--- src/rtl/debug_output_mux.sv ---
`default_nettype none
// ============================================================================
// Module   : debug_output_mux
// Summary  : NUM_GPIO debug pins, each selecting one internal signal (period
//            marker, thermo, STM/MOD segment, PWM channel, static level,
//            UPDATE toggle, stretched UPDATE pulse). Selections are captured
//            into a pending set on CFG_UPDATE and become active on UPDATE.
//            All sources reach GPIO_OUT through two register stages.
// Options  : AUTD3_DEBUG_STRETCH_EN - enables the STRETCH source (type 8);
//            when undefined, type 8 is reserved and outputs 0.
// Revision : 1.0 - initial release
// ============================================================================
module debug_output_mux #(
  parameter int DEPTH     = 249,
  parameter int NUM_GPIO  = 4,
  parameter int STRETCH_W = 8
) (
  input  logic                    CLK,
  input  logic                    RST,
  input  logic [8:0]              TIME_CNT,
  input  logic                    UPDATE,
  input  logic [DEPTH-1:0]        PWM_IN,
  input  logic                    THERMO,
  input  logic                    STM_SEGMENT,
  input  logic                    MOD_SEGMENT,
  input  logic [4*NUM_GPIO-1:0]   SEL_TYPE,
  input  logic [16*NUM_GPIO-1:0]  SEL_VALUE,
  input  logic                    CFG_UPDATE,
  output logic [NUM_GPIO-1:0]     GPIO_OUT
);

  // PWM channels are grouped by 16; the last group is zero padded.
  localparam int          c_GROUPS  = (DEPTH + 15) / 16;
  localparam int          c_GW      = (c_GROUPS > 1) ? $clog2(c_GROUPS) : 1;
  localparam int          c_GSLOTS  = 1 << c_GW;
  localparam logic [16:0] c_DEPTH_V = 17'(DEPTH);

  localparam logic [3:0] c_TYPE_NONE    = 4'd0;
  localparam logic [3:0] c_TYPE_PERIOD  = 4'd1;
  localparam logic [3:0] c_TYPE_THERMO  = 4'd2;
  localparam logic [3:0] c_TYPE_STM     = 4'd3;
  localparam logic [3:0] c_TYPE_MOD     = 4'd4;
  localparam logic [3:0] c_TYPE_PWM     = 4'd5;
  localparam logic [3:0] c_TYPE_STATIC  = 4'd6;
  localparam logic [3:0] c_TYPE_TOGGLE  = 4'd7;
`ifdef AUTD3_DEBUG_STRETCH_EN
  localparam logic [3:0] c_TYPE_STRETCH = 4'd8;
`endif

  // Elaboration-time parameter sanity checks
  if (STRETCH_W < 1 || STRETCH_W > 16) begin : g_bad_stretch_w
    $error("debug_output_mux: STRETCH_W must be in 1..16");
  end
  if (DEPTH < 1 || DEPTH > 65536) begin : g_bad_depth
    $error("debug_output_mux: DEPTH must be in 1..65536");
  end

  // --------------------------------------------------------------------------
  // Shared sources
  // --------------------------------------------------------------------------
  logic                     w_period;
  logic [c_GROUPS*16-1:0]   w_pwm_pad;
  logic [15:0]              w_pwm_grp [c_GROUPS];

  assign w_period = (TIME_CNT < 9'd256);

  // Zero-extend the PWM bus to a whole number of 16-channel groups
  always_comb begin
    w_pwm_pad              = '0;
    w_pwm_pad[DEPTH-1:0]   = PWM_IN;
  end

  for (genvar g = 0; g < c_GROUPS; g++) begin : g_pwm_grp
    assign w_pwm_grp[g] = w_pwm_pad[g*16 +: 16];
  end

  // --------------------------------------------------------------------------
  // Per-pin selection
  // --------------------------------------------------------------------------
  for (genvar i = 0; i < NUM_GPIO; i++) begin : g_pin
    logic [3:0]           r_pend_type;
    logic [15:0]          r_pend_val;
    logic [3:0]           r_act_type;
    logic [15:0]          r_act_val;
    logic                 w_type_change;
    logic                 r_tog;
    logic                 w_tog_nxt;
    logic                 w_in_range;
    logic                 w_s1;
    logic                 r_s1;
    logic                 r_is_pwm_d;
    logic [c_GW-1:0]      r_gidx_d;
    logic [c_GROUPS-1:0]  w_grp_sel;
    logic [c_GROUPS-1:0]  r_grp;
    logic [c_GSLOTS-1:0]  w_grp_all;
    logic                 w_grp_bit;
    logic                 r_out;

    // Pending set follows CFG_UPDATE; active set takes the old pending on UPDATE
    always_ff @(posedge CLK or posedge RST) begin
      if (RST) begin
        r_pend_type <= 4'd0;
        r_pend_val  <= 16'd0;
        r_act_type  <= 4'd0;
        r_act_val   <= 16'd0;
      end else begin
        if (CFG_UPDATE) begin
          r_pend_type <= SEL_TYPE[4*i +: 4];
          r_pend_val  <= SEL_VALUE[16*i +: 16];
        end
        if (UPDATE) begin
          r_act_type <= r_pend_type;
          r_act_val  <= r_pend_val;
        end
      end
    end

    // The toggle restarts from 0 whenever this UPDATE changes the active type.
    // Its next value feeds stage 1 directly so the flip lands 2 cycles after UPDATE.
    assign w_type_change = (r_pend_type != r_act_type);
    assign w_tog_nxt     = UPDATE ? (w_type_change ? 1'b0 : ~r_tog) : r_tog;

    // Toggle state register
    always_ff @(posedge CLK or posedge RST) begin
      if (RST) begin
        r_tog <= 1'b0;
      end else begin
        r_tog <= w_tog_nxt;
      end
    end

`ifdef AUTD3_DEBUG_STRETCH_EN
    logic [STRETCH_W-1:0] r_cnt;
    logic [STRETCH_W-1:0] w_cnt_nxt;
    logic [STRETCH_W-1:0] w_load;
    logic                 w_stretch;

    // Reload length is the value of the set in effect after this UPDATE, min 1
    always_comb begin
      w_load = r_pend_val[STRETCH_W-1:0];
      if (w_load == '0) begin
        w_load = STRETCH_W'(1);
      end
    end

    // UPDATE reloads (retrigger, no accumulation); otherwise count down to 0
    always_comb begin
      w_cnt_nxt = r_cnt;
      if (UPDATE) begin
        w_cnt_nxt = w_load;
      end else if (r_cnt != '0) begin
        w_cnt_nxt = r_cnt - STRETCH_W'(1);
      end
    end

    assign w_stretch = (w_cnt_nxt != '0);

    // Pulse-stretch counter
    always_ff @(posedge CLK or posedge RST) begin
      if (RST) begin
        r_cnt <= '0;
      end else begin
        r_cnt <= w_cnt_nxt;
      end
    end
`endif

    assign w_in_range = ({1'b0, r_act_val} < c_DEPTH_V);

    // PWM stage 1: pick the channel inside every group
    for (genvar g = 0; g < c_GROUPS; g++) begin : g_grp
      assign w_grp_sel[g] = w_pwm_grp[g][r_act_val[3:0]];
    end

    // Non-PWM sources; for PWM this carries the index range check
    always_comb begin
      w_s1 = 1'b0;
      case (r_act_type)
        c_TYPE_NONE:    w_s1 = 1'b0;
        c_TYPE_PERIOD:  w_s1 = w_period;
        c_TYPE_THERMO:  w_s1 = THERMO;
        c_TYPE_STM:     w_s1 = STM_SEGMENT;
        c_TYPE_MOD:     w_s1 = MOD_SEGMENT;
        c_TYPE_PWM:     w_s1 = w_in_range;
        c_TYPE_STATIC:  w_s1 = r_act_val[0];
        c_TYPE_TOGGLE:  w_s1 = w_tog_nxt;
`ifdef AUTD3_DEBUG_STRETCH_EN
        c_TYPE_STRETCH: w_s1 = w_stretch;
`endif
        default:        w_s1 = 1'b0;
      endcase
    end

    // Stage 1 registers, with the group index delayed to line up with them
    always_ff @(posedge CLK or posedge RST) begin
      if (RST) begin
        r_grp      <= '0;
        r_s1       <= 1'b0;
        r_is_pwm_d <= 1'b0;
        r_gidx_d   <= '0;
      end else begin
        r_grp      <= w_grp_sel;
        r_s1       <= w_s1;
        r_is_pwm_d <= (r_act_type == c_TYPE_PWM);
        r_gidx_d   <= r_act_val[4 +: c_GW];
      end
    end

    // PWM stage 2: pick the group (unused slots read as 0)
    always_comb begin
      w_grp_all                 = '0;
      w_grp_all[c_GROUPS-1:0]   = r_grp;
      w_grp_bit                 = w_grp_all[r_gidx_d];
    end

    // Output register
    always_ff @(posedge CLK or posedge RST) begin
      if (RST) begin
        r_out <= 1'b0;
      end else begin
        r_out <= r_is_pwm_d ? (r_s1 & w_grp_bit) : r_s1;
      end
    end

    assign GPIO_OUT[i] = r_out;
  end

endmodule
`default_nettype wire

--- config.mk ---
export PLATFORM = sky130hd
export DESIGN_NAME = debug_output_mux
export DESIGN_NICKNAME = d
export VERILOG_FILES = /design/src/rtl/debug_output_mux.sv
export SDC_FILE = /design/constraint.sdc
export NUM_CORES = 1
export LEC_CHECK = 0
export ABC_CLOCK_PERIOD_IN_PS = 9100
export CAP_MARGIN = 40
export CORE_ASPECT_RATIO = 1.75
export CORE_MARGIN = 3
export CORE_UTILIZATION = 27
export CTS_CLUSTER_DIAMETER = 50
export DETAILED_ROUTE_END_ITERATION = 7
export HOLD_SLACK_MARGIN = 0.1
export PLACE_DENSITY = 0.59
export SLEW_MARGIN = 30
export SYNTH_ARGS = -nofsm -noshare
export SYNTH_HDL_FRONTEND = slang
export SYNTH_SLANG_ARGS = --single-unit
--- constraint.sdc ---
create_clock -name CLK -period 9.1 [get_ports CLK]
set_input_delay 1.82 -clock CLK [delete_from_list [all_inputs] [get_ports CLK]]
set_output_delay 1.82 -clock CLK [all_outputs]
set_load 0.05 [all_outputs]
==> results.md, run 1 <==
- Synth top area cells: dfrtp_1 (36%), mux4_2 (24%), mux2_2 (10%)
- CTS tree: yes
- Port bufs: 340
- Initial antenna violation count: 24
- Clock-pin slew on the worst setup and hold paths: 0.06 ns
- Post-Syn Nets: 1569
- Post-route cell area: 23100 µm²
- Synth top cells by count: dfrtp_1 (256), mux4_2 (187), mux2_2 (162), mux2i_1 (117), clkbuf_1 (61)
- Gr usage total: 20.2%
- Post-route setup slack: 5.58 ns
- Wire per inst: 30.2 µm
- Dpl cell area: 21800 µm²
- Reg2Reg Depth: 5
- Vias in the first global route: 14397
- Power Dens Cells: 191 nW/µm²
- I/O pins: 349
- Final ANT Viol Nets: 0
- Clk Latency, worst-skew pair: 0.53 ns
- Final Hold Viols: 0
- Slew @ Worst Pin: 0.909 ns
- CP required: 7.28 ns
- Final Util: 35.7%
- Hold path startpoint: g_pin[3].r_act_val[5]$_DFFE_PP0P_
- Seq/Total Area, Yosys: 36.1%
- Postcts setup bufs: 0
- WP buf/inv: 1
- Pleak: 8.66 nW
- Overall power: 4.40 mW
- Die width: 200 µm
- Drt pass-1 iters: 5
- Starting DRT DRC Count: 933
- Clk root buf: clkbuf_16
- Cell taking the most area after synthesis: dfrtp_1
- Final setup viols: 0
- Aggregate routed wire length: 71100 µm
- Max-slew violations: 0
- Crit path launch type: register
- Syn avg cell area: 14.5 µm²
- Die footprint: 68900 µm²
- Via count: 13433
- Total CTS buffers: 34
- Slowest stage cell, crit path: clkdlybuf4s50_1
- Crit Reg-Reg Startpoint: g_pin[3].r_act_val[0]$_DFFE_PP0P_
- Kind of critical path: reg -> out
- Cell Rows: 123
- Post-synth EDFFs: 0
- Unrepaired setup endpoints after global routing: false
- Min Hold Slack: 0.402 ns
- Crit path DAT: 1.70 ns
- Post-synth ARST share: 100%
- Initial Util: 27.4%
- Detailed-route DRC error count: 0
- Grt total ovfl: 0
- Finished Layout Cells: 2356
- First-pass GRT wire length: 101000 µm
- R2r setup slk: 6.13 ns
- Peak supply drop: 153 µV
- Pre-CTS setup slack: 5.21 ns
- Max incr delay on CP: 0.86 ns
- Post-Syn Area: 17700 µm²
- Die H: 345 µm
- Fmax: 284 MHz
- Clk_skew: 0.0175 ns
- Via density: 5.70
- Worst Hold End: g_pin[3].r_gidx_d[1]$_DFF_PP0_
- Tmin final: 3.52 ns
- Ys Warns: 0
- # H-tree levels: 2
- Setup Total Neg Slack: 0 ns
- CTS Hold Bufs: 0
- Synth cell types: 53
- Final Wtd Congestion: 0.850
- CP cell instances: clkdlybuf4s50_1
- Placed Cells incl. Taps: 2279
- Hold Crit Class: reg -> reg
- Gate Count Post-Synth: 1224
- Crit Path Max Fanout: 1
- Tcrit/Tclk final: 38.7%
- Clock sinks: 256
- CP delay by family, top: buffers and inverters
- Status: completed
- Clock buffer depth: 3
- FF-to-FF End: g_pin[3].r_grp[15]$_DFF_PP0_
- Slew HR: 39.4%
- Maxcap violations: 0
- Pin count of the biggest net entering global routing: 142
- Share of cells above drive strength 1: 29.6%
- Detailed placer's ending HPWL: 51600 µm
- Primary FF master, synth: dfrtp_1
- Worst Hold Depth: 0
- Floorplan core area: 64600 µm²
- Area Overhead vs Synth: 30.1%
- Count leader, synth: dfrtp_1
- Final nets: 1850
- Post-synthesis register bit count: 256
- PostCTS Resize Cnt: 0
- Critical Path End Type: output port
- Post-synth top area share: 36.1%
layout make-up:
cell class	instances	area, µm²
fillers	6231	41600
multi-input cells	835	10600
flip-flops and latches	256	6430
repair buffers	368	3750
clock buffers	47	1020
well taps	812	1020
clock inverters	15	179
inverters	10	45.0
diodes	13	32.5
how the worst max path moves through the flow:
| stage | from | endpoint | cells after the start |
|---|---|---|---|
| after floorplan | RST | g_pin[0].r_act_type[0]$_DFFE_PP0P_ | 1 |
| after global placement | RST | g_pin[2].r_act_val[2]$_DFFE_PP0P_ | 3 |
| after detailed placement | RST | g_pin[2].r_act_val[2]$_DFFE_PP0P_ | 3 |
| after CTS | g_pin[3].r_out$_DFF_PP0_ | GPIO_OUT[3] | 1 |
| after global routing | RST | g_pin[2].r_act_val[2]$_DFFE_PP0P_ | 4 |
| final | g_pin[3].r_out$_DFF_PP0_ | GPIO_OUT[3] | 1 |
cell families after synthesis:
kind of cell	count (synthesis)	synth area share, %
and+or+nand+nor	129	4.02
AOI/OAI and AO/OA	173	6.57
buffers and inverters	133	4.25
muxes	517	48.2
DFF	256	36.1
xor gates and xnor gates	16	0.791
sequential cells by signal, summed over array words and instances (netlist names), 16 cells and up:
| register | cells |
|---|---|
| g_pin.r_pend_val | 64 |
| g_pin.r_act_val | 64 |
| g_pin.r_act_type | 16 |
| g_pin.r_grp | 64 |
| g_pin.r_gidx_d | 16 |
| g_pin.r_pend_type | 16 |
cell usage in the layout (no fill, tap or decap), types with 7 or more instances in the layout:
cell type        count
nor2b_1             31
clkbuf_16           37
diode_2             13
a22oi_1             15
nand2_1             12
inv_1                7
dfrtp_2              7
nand3_1             14
buf_4               22
o21ai_1             17
dfrtp_1            245
mux4_2             187
nand3b_1             7
o21ai_0             16
a221oi_1            30
a211oi_1            30
nor4_1              12
mux2i_1            117
xnor2_1             10
a21oi_1             39
clkdlybuf4s50_1    338
nor2_1              28
mux4_1              51
mux2_2             162
report_power, final:
part	switching [mW]	leakage (nW)	total [mW]	internal [mW]
sequential	0.216	3.00	1.56	1.34
clock	0.576	0.585	1.42	0.840
combinational	0.667	5.07	1.43	0.765
metal layers:
layer  global-route usage (%)  part of all wire, %  up-vias
met2                     34.7                   51      674
met5                        0                 0.18        -
met1                     23.1                   36     6965
met3                     5.36                  8.6      146
li1                         -                    -     5630
met4                     9.98                  4.7       18
(Power assumes the default switching activity.)
==> run 2, diff against run 1 <==
ABC_CLOCK_PERIOD_IN_PS = 3500   (was 9100)
PLACE_DENSITY = 0.57   (was 0.59)
clock period = 3.5 ns   (was 9.1 ns; I/O delays follow)
==> results.md, run 2 (synthesis results as in run 1) <==
- CP required: 3.92 ns
- Crit path launch type: register
- Via density: 5.65
- Pre-CTS setup slack: 0.930 ns
- Final Wtd Congestion: 0.882
- Gr usage total: 19.8%
- Maxcap violations: 0
- Commonest cells after routing, fill and taps aside: clkdlybuf4s50_1 (338), dfrtp_1 (246), mux4_2 (187), mux2_2 (162), mux2i_1 (117)
- Initial Util: 27.4%
- WL met2: 36400 µm
- Aggregate routed wire length: 69800 µm
- Clock buffer depth: 3
- Fmax: 393 MHz
- Slew HR: 42.0%
- Initial antenna violation count: 31
- Commonest non-fill, non-tap cell in the layout: clkdlybuf4s50_1
- Post-route setup slack: 0.957 ns
- Critical Path End Type: register
- PostCTS Resize Cnt: 0
- Worst Hold Depth: 0
- Clock-pin slew on the worst setup and hold paths: 0.06 ns
- Final Hold Viols: 0
- Kind of critical path: reg -> reg
- Final ANT Viol Nets: 0
- Status: completed
- Uppermost layer routed: met5
- Starting DRT DRC Count: 816
- DR WL met3: 6160 µm
- I/O pins: 349
- Pin count of the biggest net entering global routing: 86
- Worst Hold End: g_pin[3].r_gidx_d[2]$_DFF_PP0_
- Detailed placer's ending HPWL: 53100 µm
- Via count: 13417
- Power Dens Cells: 483 nW/µm²
- Clock sinks: 256
- Total CTS buffers: 31
- Peak supply drop: 306 µV
- FF-to-FF End: g_pin[2].r_grp[5]$_DFF_PP0_
- Die H: 345 µm
- Min Hold Slack: 0.396 ns
- Tcrit/Tclk final: 72.7%
- Die footprint: 68900 µm²
- Top Registers: g_pin.r_act_val: 64 flops, g_pin.r_grp: 64 flops, g_pin.r_pend_val: 64 flops
- # H-tree levels: 1
- Vias in the first global route: 14359
- Postcts setup bufs: 0
- Crit Path Max Fanout: 33
- Tmin final: 2.54 ns
- Reg2Reg Depth: 4
- Grt total ovfl: 0
- First-pass GRT wire length: 99900 µm
- Final nets: 1867
- Wire per inst: 29.4 µm
- Detailed-route DRC error count: 0
- Final setup viols: 0
- Clk root buf: clkbuf_16
- Clk_skew: 0.0165 ns
- Floorplan core area: 64600 µm²
- Cell Rows: 123
- Crit path DAT: 2.96 ns
- Overall power: 11.2 mW
- Die width: 200 µm
- Slew @ Worst Pin: 0.871 ns
- CTS tree: yes
- Hold Crit Class: reg -> reg
- Unrepaired setup endpoints after global routing: false
- M1 wire length: 24400 µm
- Drt pass-1 iters: 7
- Pleak: 8.72 nW
- Area Overhead vs Synth: 30.8%
- Share of cells above drive strength 1: 30.2%
- Crit Reg-Reg Startpoint: g_pin[2].r_act_val[1]$_DFFE_PP0P_
- R2r setup slk: 0.96 ns
- Port bufs: 340
- Hold path startpoint: g_pin[3].r_act_val[6]$_DFFE_PP0P_
- Clk Latency, worst-skew pair: 0.58 ns
- Layout fillers: 6300
- Crit. Startpoint: g_pin[2].r_act_val[1]$_DFFE_PP0P_
- Final Util: 35.9%
- Max-slew violations: 0
- CTS Hold Bufs: 0
-- run 2: worst max-delay path by stage --
stage          slack, ns  depth (start not counted)                                  to
2_1_floorplan      -0.57                          1  g_pin[0].r_act_type[0]$_DFFE_PP0P_
3_3_place_gp        0.94                          4         g_pin[3].r_grp[0]$_DFF_PP0_
3_5_place_dp        0.93                          4         g_pin[3].r_grp[0]$_DFF_PP0_
4_1_cts             0.90                          1                         GPIO_OUT[0]
5_1_grt             0.79                          4         g_pin[3].r_grp[0]$_DFF_PP0_
6_report            0.96                          4         g_pin[2].r_grp[5]$_DFF_PP0_
-- run 2: metal layers --
| layer | vias up | track usage [%] |
|---|---|---|
| li1 | 5669 | - |
| met1 | 6944 | 22.2 |
| met3 | 143 | 5.28 |
| met4 | 20 | 8.03 |
| met5 | - | 0 |
| met2 | 641 | 35.6 |
-- run 2: critical path: stages (launching register included) --
cell and delay (ns):
dfrtp_2 0.90, buf_4 0.60, mux4_2 0.38, mux2i_1 0.33, a21oi_1 0.13
-- run 2: cell type report --
cell class              count  area [µm²]  area share, %
diodes                     18        45.0          0.194
clock buffers              42         887           3.83
clock inverters            14         209          0.902
inverters                  10        41.3          0.178
multi-input cells         835       10600           45.6
flip-flops and latches    256        6430           27.7
well taps                 812        1020           4.38
repair buffers            388        3970           17.1
-- run 2: metrics by stage --
stage | instance area, µm² | TNS, ns | instances
finish | 23200 | 0 | 2375
detailed placement | 22000 | 0 | 2301
global placement | 22000 | 0 | 2299
CTS | 23100 | 0 | 2357
global route | 23200 | 0 | 2369
floorplan | 17700 | -146.34 | 1224
-- run 2: power breakdown --
group	internal (mW)	switching [mW]
Combinational	2.04	1.64
Sequential	3.48	0.630
Clock	2.08	1.33
==> run 3, diff against run 2 <==
ABC_CLOCK_PERIOD_IN_PS = 2500   (was 3500)
clock period = 2.5 ns   (was 3.5 ns; I/O delays follow)
==> results.md, run 3 (synthesis results as in run 1) <==
- Status: completed
- CP delay by family, top: buffers and inverters
- Clk Latency, worst-skew pair: 0.57 ns
- WP buf/inv: 1
- Max-slew violations: 0
- Cell Rows: 123
- Gr usage total: 20.0%
- Area Overhead vs Synth: 31.9%
- Clock sinks: 256
- First-pass GRT wire length: 101000 µm
- Initial antenna violation count: 34
- Max incr delay on CP: 0.89 ns
- Kind of critical path: reg -> out
- Pin count of the biggest net entering global routing: 66
- Final Wtd Congestion: 0.924
- Fmax: 439 MHz
- Crit Path Max Fanout: 1
- Final Util: 36.2%
- Aggregate routed wire length: 70100 µm
- Hold Crit Class: in -> async
- Peak supply drop: 468 µV
- Pre-CTS setup slack: 0.244 ns
- CP cell instances: clkdlybuf4s50_1
- Postcts setup bufs: 0
- Crit path DAT: 1.78 ns
- # H-tree levels: 1
- Pleak: 8.85 nW
- Commonest cells after routing, fill and taps aside: clkdlybuf4s50_1 (338), dfrtp_1 (246), mux4_2 (187), mux2_2 (162), mux2i_1 (117)
- Clk_skew: 0.0251 ns
- Critical Path End Type: output port
- CTS Hold Bufs: 0
- Unrepaired setup endpoints after global routing: false
- Layout fillers: 6309
- Commonest non-fill, non-tap cell in the layout: clkdlybuf4s50_1
- Via density: 5.64
- Die H: 345 µm
- Clk root buf: clkbuf_16
- Placed Cells incl. Taps: 2335
- Vias in the first global route: 14582
- CP required: 2.00 ns
- Final setup viols: 0
- Clock-pin slew on the worst setup and hold paths: 0.06 ns
- Share of cells above drive strength 1: 31.5%
- Die width: 200 µm
- Floorplan core area: 64600 µm²
- CTS tree: yes
- Slowest stage cell, crit path: clkdlybuf4s50_1
- I/O pins: 349
- Starting DRT DRC Count: 838
- Post-route setup slack: 0.221 ns
- Grt total ovfl: 0
- Drt pass-1 iters: 5
- Detailed placer's ending HPWL: 54300 µm
- Slew @ Worst Pin: 0.796 ns
- Final nets: 1898
- Slew HR: 46.8%
- Total CTS buffers: 28
- Tcrit/Tclk final: 91.2%
- Via count: 13566
- Tmin final: 2.28 ns
- Maxcap violations: 0
- Crit path launch type: register
- Detailed-route DRC error count: 0
- PostCTS Resize Cnt: 0
- Finished Layout Cells: 2406
- Wire per inst: 29.1 µm
- Final Hold Viols: 0
- Top Registers: g_pin.r_act_val: 64 flops, g_pin.r_grp: 64 flops, g_pin.r_pend_val: 64 flops
- Final ANT Viol Nets: 0
- Power Dens Cells: 657 nW/µm²
- Clock buffer depth: 3
- Port bufs: 340
- Die footprint: 68900 µm²
- Post-route cell area: 23400 µm²
- Initial Util: 27.4%
- Dpl cell area: 22400 µm²
[run 3: power by group]
| group | switching (mW) | internal, mW | total (mW) |
|---|---|---|---|
| clock network | 1.81 | 2.45 | 4.26 |
| logic | 2.52 | 2.96 | 5.48 |
| registers | 0.730 | 4.88 | 5.60 |
| total | 5.06 | 10.3 | 15.4 |
[run 3: worst reg2reg max path, delay by kind of cell, from the launching register on]
kind / cells / cell delay, ns
mux: 2 / 1.17
buf+inv: 1 / 0.34
flops: 1 / 0.64
[run 3: final cells by class]
type                    instances  area [µm²]  area share [%]
repair buffers                422        4300            18.4
multi-input cells             835       10600            45.3
clock inverters                15         175           0.750
clock buffers                  37         785            3.36
diodes                         19        47.5           0.203
well taps                     812        1020            4.35
flip-flops and latches        256        6430            27.5
inverters                      10        41.3           0.177
[run 3: path summary, 6_finish.rpt]
check,startpoint,endpoint,slack (ns),depth (start not counted)
max,g_pin[3].r_out$_DFF_PP0_,GPIO_OUT[3],0.22,1
min,RST,g_pin[1].r_act_type[2]$_DFFE_PP0P_,0.28,2
max reg2reg,g_pin[1].r_act_val[0]$_DFFE_PP0P_,g_pin[1].r_grp[12]$_DFF_PP0_,0.22,3
min reg2reg,g_pin[3].r_act_val[5]$_DFFE_PP0P_,g_pin[3].r_gidx_d[1]$_DFF_PP0_,0.41,0
max in group asynchronous,RST,g_pin[1].r_pend_val[4]$_DFFE_PP0P_,1.42,3
min in group CLK,UPDATE,g_pin[0].r_act_type[1]$_DFFE_PP0P_,0.32,3
[run 3: metal layers]
| layer | up-vias | GRT usage, % | part of all wire [%] |
|---|---|---|---|
| met5 | - | 0 | 0.18 |
| met4 | 20 | 8.75 | 4.9 |
| met3 | 154 | 5.63 | 8.8 |
| met2 | 615 | 34.7 | 50 |
| met1 | 7053 | 23.0 | 36 |
| li1 | 5724 | - | - |
[run 3: per-stage QoR]
| stage | hold WS (ns) | TNS (ns) | power, mW |
|---|---|---|---|
| after CTS | 0.260 | 0 | 15.5 |
| after detailed placement | 0.387 | 0 | 11.2 |
| after global placement | 0.378 | 0 | 11.1 |
| final | 0.277 | 0 | 15.4 |
| after floorplan | 0.363 | -351.14 | 8.83 |
| after global routing | 0.270 | 0 | 16.1 |
